==> config.mk <==
export PLATFORM = sky130hd
export DESIGN_NAME = game_sequencer
export DESIGN_NICKNAME = d
export VERILOG_FILES = /design/src/rtl/josh_pkg.sv /design/src/rtl/frame_tick_gen.sv /design/src/rtl/game_sequencer.sv
export SDC_FILE = /design/constraint.sdc
export NUM_CORES = 1
export LEC_CHECK = 0
export CELL_PAD_IN_SITES_DETAIL_PLACEMENT = 1
export CELL_PAD_IN_SITES_GLOBAL_PLACEMENT = 1
export CORE_MARGIN = 2
export CORE_UTILIZATION = 46
export DETAILED_ROUTE_END_ITERATION = 10
export PLACE_DENSITY_LB_ADDON = 0.1
export SYNTH_ARGS = -nofsm -noshare
export SYNTH_HDL_FRONTEND = slang
export SYNTH_SLANG_ARGS = --single-unit
export TNS_END_PERCENT = 30
==> constraint.sdc <==
create_clock -name clk -period 4 [get_ports clk]
set_clock_uncertainty 0.1 [all_clocks]
set_input_delay 1.2 -clock clk [delete_from_list [all_inputs] [get_ports clk]]
set_output_delay 1.2 -clock clk [all_outputs]
set_load 0.005 [all_outputs]
==> src/rtl/josh_pkg.sv <==
// Shared state encoding, gravity constants and default sizing for the J.O.S.H. Jump sequencer.
// ST_PAUSE exists only when JOSH_PAUSE_EN is defined.
package josh_pkg;

  localparam int TICK_DIV_DEF = 833333;
  localparam int SCORE_W_DEF  = 8;

  localparam logic GRAV_DOWN = 1'b0;
  localparam logic GRAV_UP   = 1'b1;

  typedef enum logic [2:0] {
    ST_MENU      = 3'd0,
    ST_MENU_WAIT = 3'd1,
    ST_INIT      = 3'd2,
    ST_WAIT_TICK = 3'd3,
    ST_STEP      = 3'd4,
    ST_DRAW      = 3'd5,
    ST_OVER      = 3'd6
`ifdef JOSH_PAUSE_EN
    , ST_PAUSE   = 3'd7
`endif
  } state_t;

endpackage

==> src/rtl/frame_tick_gen.sv <==
// Frame divider: counts 0..TICK_DIV-1 while enabled, one-cycle tick on wrap.
// clear zeroes the count, freeze holds it; neither produces a tick.
module frame_tick_gen
  import josh_pkg::*;
#(
  parameter int TICK_DIV = TICK_DIV_DEF
) (
  input  logic clk,
  input  logic rst,
  input  logic enable,
  input  logic clear,
  input  logic freeze,
  output logic tick
);

  localparam int CW = $clog2(TICK_DIV);
  localparam logic [CW-1:0] LAST = CW'(TICK_DIV - 1);

  logic [CW-1:0] cnt;

  always_ff @(posedge clk or posedge rst) begin
    if (rst) begin
      cnt <= '0;
    end else if (clear || !enable) begin
      cnt <= '0;
    end else if (!freeze) begin
      cnt <= (cnt == LAST) ? '0 : cnt + CW'(1);
    end
  end

  assign tick = enable && !clear && !freeze && (cnt == LAST);

endmodule

==> src/rtl/game_sequencer.sv <==
// Frame scheduler for J.O.S.H. Jump: menu/game/over flow, one step then one redraw per frame tick.
// Define JOSH_PAUSE_EN to add the pause input and PAUSE state.
module game_sequencer
  import josh_pkg::*;
#(
  parameter int TICK_DIV = TICK_DIV_DEF,
  parameter int SCORE_W  = SCORE_W_DEF
) (
  input  logic               clk,
  input  logic               reset,
  input  logic               go,
  input  logic               grav_btn,
`ifdef JOSH_PAUSE_EN
  input  logic               pause,
`endif
  input  logic               endgame,
  input  logic               step_done,
  input  logic               draw_done,
  output logic               startgame,
  output logic               init_req,
  output logic               step_req,
  output logic               draw_req,
  output logic               grav,
  output logic [SCORE_W-1:0] score,
  output logic [2:0]         state_dbg
);

  localparam logic [SCORE_W-1:0] SCORE_MAX = '1;

  state_t state, state_nx;
  logic   tick, freeze, enter_step;
  logic   pending, over, grav_q, shadow;

  always_ff @(posedge clk or posedge reset) begin
    if (reset) state <= ST_MENU;
    else       state <= state_nx;
  end

  always_comb begin
    state_nx  = state;
    startgame = 1'b0;
    init_req  = 1'b0;
    step_req  = 1'b0;
    draw_req  = 1'b0;
    case (state)
      ST_MENU:      if (go) state_nx = ST_MENU_WAIT;
      ST_MENU_WAIT: if (!go) state_nx = ST_INIT;
      ST_INIT: begin
        startgame = 1'b1;
        init_req  = 1'b1;
        state_nx  = ST_WAIT_TICK;
      end
      ST_WAIT_TICK: begin
        startgame = 1'b1;
`ifdef JOSH_PAUSE_EN
        if (pause)                state_nx = ST_PAUSE;
        else if (tick || pending) state_nx = ST_STEP;
`else
        if (tick || pending) state_nx = ST_STEP;
`endif
      end
      ST_STEP: begin
        startgame = 1'b1;
        step_req  = 1'b1;
        if (step_done) state_nx = ST_DRAW;
      end
      ST_DRAW: begin
        startgame = 1'b1;
        draw_req  = 1'b1;
        if (draw_done) state_nx = over ? ST_OVER : (pending ? ST_STEP : ST_WAIT_TICK);
      end
      ST_OVER:      if (go) state_nx = ST_MENU_WAIT;
`ifdef JOSH_PAUSE_EN
      ST_PAUSE: begin
        startgame = 1'b1;
        if (!pause) state_nx = ST_WAIT_TICK;
      end
`endif
      default:      state_nx = ST_MENU;
    endcase
  end

  assign state_dbg  = state;
  assign enter_step = (state_nx == ST_STEP) && (state != ST_STEP);

`ifdef JOSH_PAUSE_EN
  assign freeze = (state == ST_PAUSE);
`else
  assign freeze = 1'b0;
`endif

  frame_tick_gen #(
    .TICK_DIV (TICK_DIV)
  ) u_tick (
    .clk    (clk),
    .rst    (reset),
    .enable (startgame),
    .clear  (state == ST_INIT),
    .freeze (freeze),
    .tick   (tick)
  );

  // A tick that does not launch a step right away is remembered once; extras are dropped.
  always_ff @(posedge clk or posedge reset) begin
    if (reset)                            pending <= 1'b0;
    else if (state == ST_INIT || enter_step) pending <= 1'b0;
    else if (tick)                        pending <= 1'b1;
  end

  always_ff @(posedge clk or posedge reset) begin
    if (reset) begin
      over  <= 1'b0;
      score <= '0;
    end else if (state == ST_INIT) begin
      over  <= 1'b0;
      score <= '0;
    end else if (state == ST_STEP && step_done) begin
      if (endgame)                 over  <= 1'b1;
      else if (score != SCORE_MAX) score <= score + SCORE_W'(1);
    end
  end

  // Key presses toggle a shadow bit; the datapath only sees it at step boundaries.
  always_ff @(posedge clk or posedge reset) begin
    if (reset) begin
      grav_q <= 1'b0;
      shadow <= 1'b0;
      grav   <= GRAV_DOWN;
    end else begin
      grav_q <= grav_btn;
      if (state == ST_INIT) begin
        shadow <= 1'b0;
        grav   <= GRAV_DOWN;
      end else begin
        if (startgame && grav_btn && !grav_q) shadow <= ~shadow;
        if (enter_step) grav <= shadow ? GRAV_UP : GRAV_DOWN;
      end
    end
  end

endmodule
==> results of run 1 <==
## worst max-delay path by stage
stage	from	to	slack [ns]
after detailed placement	step_done	score[7]	1.03
after global placement	step_done	score[7]	1.14
final	state_dbg[2]	startgame	0.90
after global routing	state_dbg[2]	step_req	0.77
after floorplan	state_dbg[0]	init_req	1.67
after CTS	state_dbg[2]	step_req	0.92
## per-stage QoR
stage / worst slack [ns] / instances
6_report: 0.9050 / 268
3_3_place_gp: 1.135 / 263
4_1_cts: 0.9191 / 268
5_1_grt: 0.7662 / 268
3_5_place_dp: 1.027 / 263
2_1_floorplan: 1.672 / 195
## layer usage
layer	part of all wire [%]	global-route usage [%]	vias up
li1	-	-	714
met1	43	26.15	753
met2	53	36.97	24
met3	2.9	4.506	9
met4	1.4	6.972	0
met5	0	0	-
## power groups by stage
stage          clock (mW)  sequential (mW)  combinational (mW)
3_5_place_dp            0            0.449               0.273
6_report            0.228            0.443               0.272
5_1_grt             0.257            0.449               0.302
2_1_floorplan           0            0.419               0.208
3_3_place_gp            0            0.445               0.259
4_1_cts             0.238            0.441               0.276
## critical path, cell delays in order (launching register included)
cell and delay (ns):
dfrtp_1 0.62, nand2b_1 0.20, nand2_1 0.17, clkdlybuf4s50_1 0.52
## area by class of cell
cell class / instances / area share [%]
tap: 50 / 2.716
clock buffer: 5 / 2.988
sequential: 36 / 39.11
inverter: 8 / 1.304
multi-input combinational: 145 / 43.67
timing repair buffer: 24 / 10.21
## cell families after synthesis
| family | count (synthesis) | share of synthesized area (%) |
|---|---|---|
| flops | 36 | 45.71 |
| mux | 1 | 0.5080 |
| buf+inv | 14 | 3.238 |
| fa+ha+maj | 3 | 1.905 |
| simple gates | 93 | 26.98 |
| compound gates | 22 | 10.10 |
| xor+xnor | 26 | 11.56 |
## sequential cells by signal (all words and copies together) (netlist names)
signal,count
state_dbg,3
pending,1
u_tick.cnt,20
over,1
grav_q,1
score,8
shadow,1
grav,1
## cell usage after synthesis, drive strengths merged
| library cell | number |
|---|---|
| nor2 | 40 |
| dfrtp | 36 |
| nand3 | 18 |
| xor2 | 17 |
| nand2 | 9 |
| xnor2 | 9 |
| inv | 8 |
| a21oi | 5 |
| and3 | 5 |
| buf | 5 |
| o21ai | 4 |
| ha | 3 |
| nand4 | 3 |
| a211oi | 2 |
| a31oi | 2 |
| and4 | 2 |
| and4bb | 2 |
| nand2b | 2 |
| nand4bb | 2 |
| nor3 | 2 |
| o211ai | 2 |
| a2111oi | 1 |
| a21o | 1 |
| a22o | 1 |
| a31o | 1 |
| a41o | 1 |
| and4b | 1 |
| clkbuf | 1 |
| mux2i | 1 |
| nand3b | 1 |
| nand4b | 1 |
| nor2b | 1 |
| nor4 | 1 |
| nor4bb | 1 |
| o2111ai | 1 |
| o31ai | 1 |
| or2 | 1 |
| or3 | 1 |
==> impl_metrics.ini, run 1 <==
[hold_path]
whs_path_depth = 1
hold_end = u_tick.cnt[0]
min_path_type = reg2reg
hp-start = u_tick.cnt[0]

[layout]
nets = 230
mostFrequentLayoutCell = nor2_1
regArea_sq_um = 900.9
antennaDiodeCount = 0
fin_util_pct = 56.77
mostFrequentLayoutCells = nor2_1, dfrtp_1, clkdlybuf4s50_1, nand3_1, xor2_1
multi_input_area_sq_um = 1006
fin_area_sq_um = 2303
fillers = 459
area_delta_synth_final_pct = 16.89
drive_gt1_share_pct = 9.174

[cts]
cts-root-buf = clkbuf_8
cts_buffers = 5
cts_max_level = 2
cts.path.max_buffers = 2
post_cts_buffers = 0
clk_pin_slew_ns = 0.07
cts_resized = 0
holdBufCountCts = 0
clock_latency_ns = 0.28
cts_tree = built
clkSinkCount = 36

[drt]
via_per_inst = 5.597
drc = 0
drt_pre_antenna_iters = 4
vias = 1500
wl_mm = 4.596
wl_per_cell_um = 17.15
drt_iter0_drc = 105
ant_nets = 0

[critical_path]
reg2regPathDepth = 7
r2r_end = u_tick.cnt[19]
worstPathArrival_ns = 1.80
worstSetupPathType = reg2out
r2r_slack_ns = 1.82
worstSetupStartpointType = flop
crit_path_end_kind = primary output
cp.required_ns = 2.70
crit-reg2reg-launch = u_tick.cnt[0]
worstPathMaxFanout = 13

[die]
start_util_pct = 48.57
core_sq_um = 4058
die_x_um = 69.45
fp.dieH_um = 69.45
dieArea_sq_um = 4823
rows = 23
ios = 23

[power_and_ir_drop]
swShare_pct = 34.09
p_per_area_nw_per_um2 = 409.7
power_leakage_nw = 0.9802
power_frac_seq_pct = 46.9
clkPwrFrac_pct = 24.2
p_int_mw = 0.6220
p_sw_mw = 0.3217
peakVddDrop_mv = 0.2426
p_total_mw = 0.9437
p_comb_share_pct = 28.9

[place]
portBuffers = 22
placed_area_sq_um = 2235
hpwl_mm = 3.459
gp_congestion = 0.7862

[logic_synthesis]
ys_seq_area_share_pct = 45.71
synth.top_cell.area_share_pct = 45.71
yosysTopAreaCell = dfrtp_1
syn_area_per_cell_sq_um = 10.11
netlist_area_sq_um = 1971
synthTopCellsByArea = dfrtp_1, nor2_1, xor2_1
yosys_register_bits = 36
yosys_warnings = 0
synth.distinct_cells = 45
synth_fp_nets = 205
synthCells = 195

[sta]
hold_ws_ns = 0.4269
finalSetupTns_ns = 0
grt_setup_unrepaired = false
slew_violations = 0
period_share_pct = 77.38
fmax_mhz = 323.1
finalSetupViolCount = 0
worstMarginPinSlew_ns = 0.7913
period_minus_slack_ns = 3.095
hold_violations = 0
slew-limit-headroom_pct = 47.19

[status]
status = finished, final reports clean

[global_route]
grt-ovfl-total = 0
grt_pass1_vias = 1639
antenna_found_initial = 0
grt_pass1_wl_mm = 8.100
track_usage_pct = 21.23
grt_start_max_net_pins = 22

[run]
drv_cap = 0
Power figures use the tool's default switching activity.
==> run 2: changes to the inputs <==
Settings changed: CORE_UTILIZATION 46 to 43.
Clock period 4 ns to 2.9 ns, I/O delays scaled along.
==> run 2 against run 1 <==
Sequential cell count unchanged. Largest power group unchanged. Clock power increased by 95%. Via count decreased by 1.9%. Total power increased by 51%. Highest routed layer unchanged. Critical path depth unchanged.
==> impl_metrics.ini, run 2 (synthesis gave the netlist of run 1 again) <==
[power_and_ir_drop]
peakVddDrop_mv = 0.2961
p_sw_mw = 0.4702
clkPwrFrac_pct = 31.2
p_total_mw = 1.428
p_per_area_nw_per_um2 = 607.7
power_frac_seq_pct = 42.7
p_comb_share_pct = 26.1
power_leakage_nw = 0.9968
swShare_pct = 32.93
p_int_mw = 0.9578

[die]
dieArea_sq_um = 5140
core_sq_um = 4384
die_x_um = 71.70
start_util_pct = 44.95
ios = 23
rows = 24
fp.dieH_um = 71.70

[global_route]
grt-ovfl-total = 0
track_usage_pct = 19.07
grt_start_max_net_pins = 37
grt_pass1_vias = 1590
antenna_found_initial = 0
grt_pass1_wl_mm = 7.645

[critical_path]
worstSetupStartpointType = flop
crit-reg2reg-launch = u_tick.cnt[0]
cp-endpoint = step_req
worstPathMaxFanout = 12
worstSetupPathType = reg2out
slowest_delay_ns = 0.52
path_buf_inv = 1
cp_cell_sequence = nand2b_1, nor2_1, clkdlybuf4s50_1
reg2regPathDepth = 7
crit_family = flip-flops
worstPathArrival_ns = 1.77
cp_num_cells = 3
cp.required_ns = 1.93
crit_path_end_kind = primary output
r2r_slack_ns = 0.76
cp_slowest_cell = dfrtp_1
r2r_end = u_tick.cnt[5]
critPathLaunch = state_dbg[1]

[layout]
mostFrequentLayoutCells = nor2_1, dfrtp_1, clkdlybuf4s50_1, nand3_1, xor2_1
drive_gt1_share_pct = 10.86
area_delta_synth_final_pct = 19.24
largest_reg_flops = 20
antennaDiodeCount = 0
top_register = u_tick.cnt
mostFrequentLayoutCell = nor2_1
nets = 230
stdcell_count = 273

[cts]
clock_latency_ns = 0.29
cts_resized = 0
holdBufCountCts = 0
cts-root-buf = clkbuf_8
clk_pin_slew_ns = 0.08
cts_tree = built
cts_buffers = 5
cts.path.max_buffers = 2
cts_max_level = 2
post_cts_buffers = 0
clkSinkCount = 36

[place]
place_inst = 265
gp_congestion = 0.8183
portBuffers = 22
hpwl_mm = 3.177

[sta]
period_share_pct = 94.43
fmax_mhz = 365.2
slew-limit-headroom_pct = 57.45
hold_ws_ns = 0.4242
finalSetupTns_ns = 0
slew_violations = 0
period_minus_slack_ns = 2.739
finalSetupViolCount = 0
worstMarginPinSlew_ns = 0.6382
hold_violations = 0
grt_setup_unrepaired = false

[drt]
via_per_inst = 5.392
drt_iter0_drc = 45
drc = 0
drt_pre_antenna_iters = 4
ant_nets = 0
vias = 1472
wl_mm = 4.383
wl_per_cell_um = 16.05

[status]
status = finished, final reports clean

[hold_path]
min_path_type = reg2reg

[run]
drv_cap = 0
## run 2: cell count changes in the layout (fill, tap and decap cells not counted)
cell,before,now
dfrtp_2,0,1
bufinv_16,0,1
dfrtp_1,36,35
clkinv_2,0,1
clkinvlp_4,0,1
## run 2: routing by layer
metal	track usage, %	vias up	share of wire [%]
li1	-	722	-
met1	24.19	722	45
met2	32.92	23	50
met3	3.094	5	3.2
met4	6.709	0	1.3
met5	0	-	0
## run 2: power by group through the flow
stage | registers (mW) | logic [mW] | clock network (mW)
6_report | 0.610 | 0.373 | 0.445
3_5_place_dp | 0.620 | 0.375 | 0
4_1_cts | 0.610 | 0.380 | 0.461
3_3_place_gp | 0.616 | 0.365 | 0
5_1_grt | 0.622 | 0.412 | 0.474
2_1_floorplan | 0.578 | 0.287 | 0
## run 2: cell type report
| cell class | count | area [sq um] |
|---|---|---|
| Multi-Input combinational cell | 145 | 1006 |
| Clock inverter | 3 | 42.54 |
| Tap cell | 52 | 65.06 |
| Sequential cell | 36 | 902.1 |
| Inverter | 8 | 30.03 |
| Timing Repair Buffer | 24 | 235.2 |
| Fill cell | 498 | 2034 |
| Clock buffer | 5 | 68.82 |
## run 2: per-stage QoR
| stage | instance area [sq um] | utilization (%) | worst slack, ns |
|---|---|---|---|
| 3_3_place_gp | 2237 | 51.03 | 0.3624 |
| 2_1_floorplan | 1971 | - | 0.9023 |
| 5_1_grt | 2350 | 53.60 | 0.04841 |
| 6_report | 2350 | 53.60 | 0.1614 |
| 4_1_cts | 2349 | 53.57 | 0.1018 |
| 3_5_place_dp | 2237 | 51.03 | 0.2595 |
## run 2: worst min-delay path by stage
stage	slack, ns	end	startpoint	cells after the start
finish	0.42	u_tick.cnt[0]	u_tick.cnt[0]	1
global route	0.47	u_tick.cnt[0]	u_tick.cnt[0]	1
CTS	0.43	u_tick.cnt[0]	u_tick.cnt[0]	1
detailed placement	0.42	u_tick.cnt[0]	u_tick.cnt[0]	1
global placement	0.40	u_tick.cnt[0]	u_tick.cnt[0]	1
floorplan	0.37	u_tick.cnt[0]	u_tick.cnt[0]	1
## run 2: worst register-to-register path: cells and delay by family, from the launching register on
| family | cells | cell delay, ns |
|---|---|---|
| AOI/OAI and AO/OA | 1 | 0.53 |
| adders and majority gates | 1 | 0.15 |
| buffers and inverters | 1 | 0.08 |
| DFF | 1 | 0.43 |
| and+or+nand+nor | 4 | 0.71 |
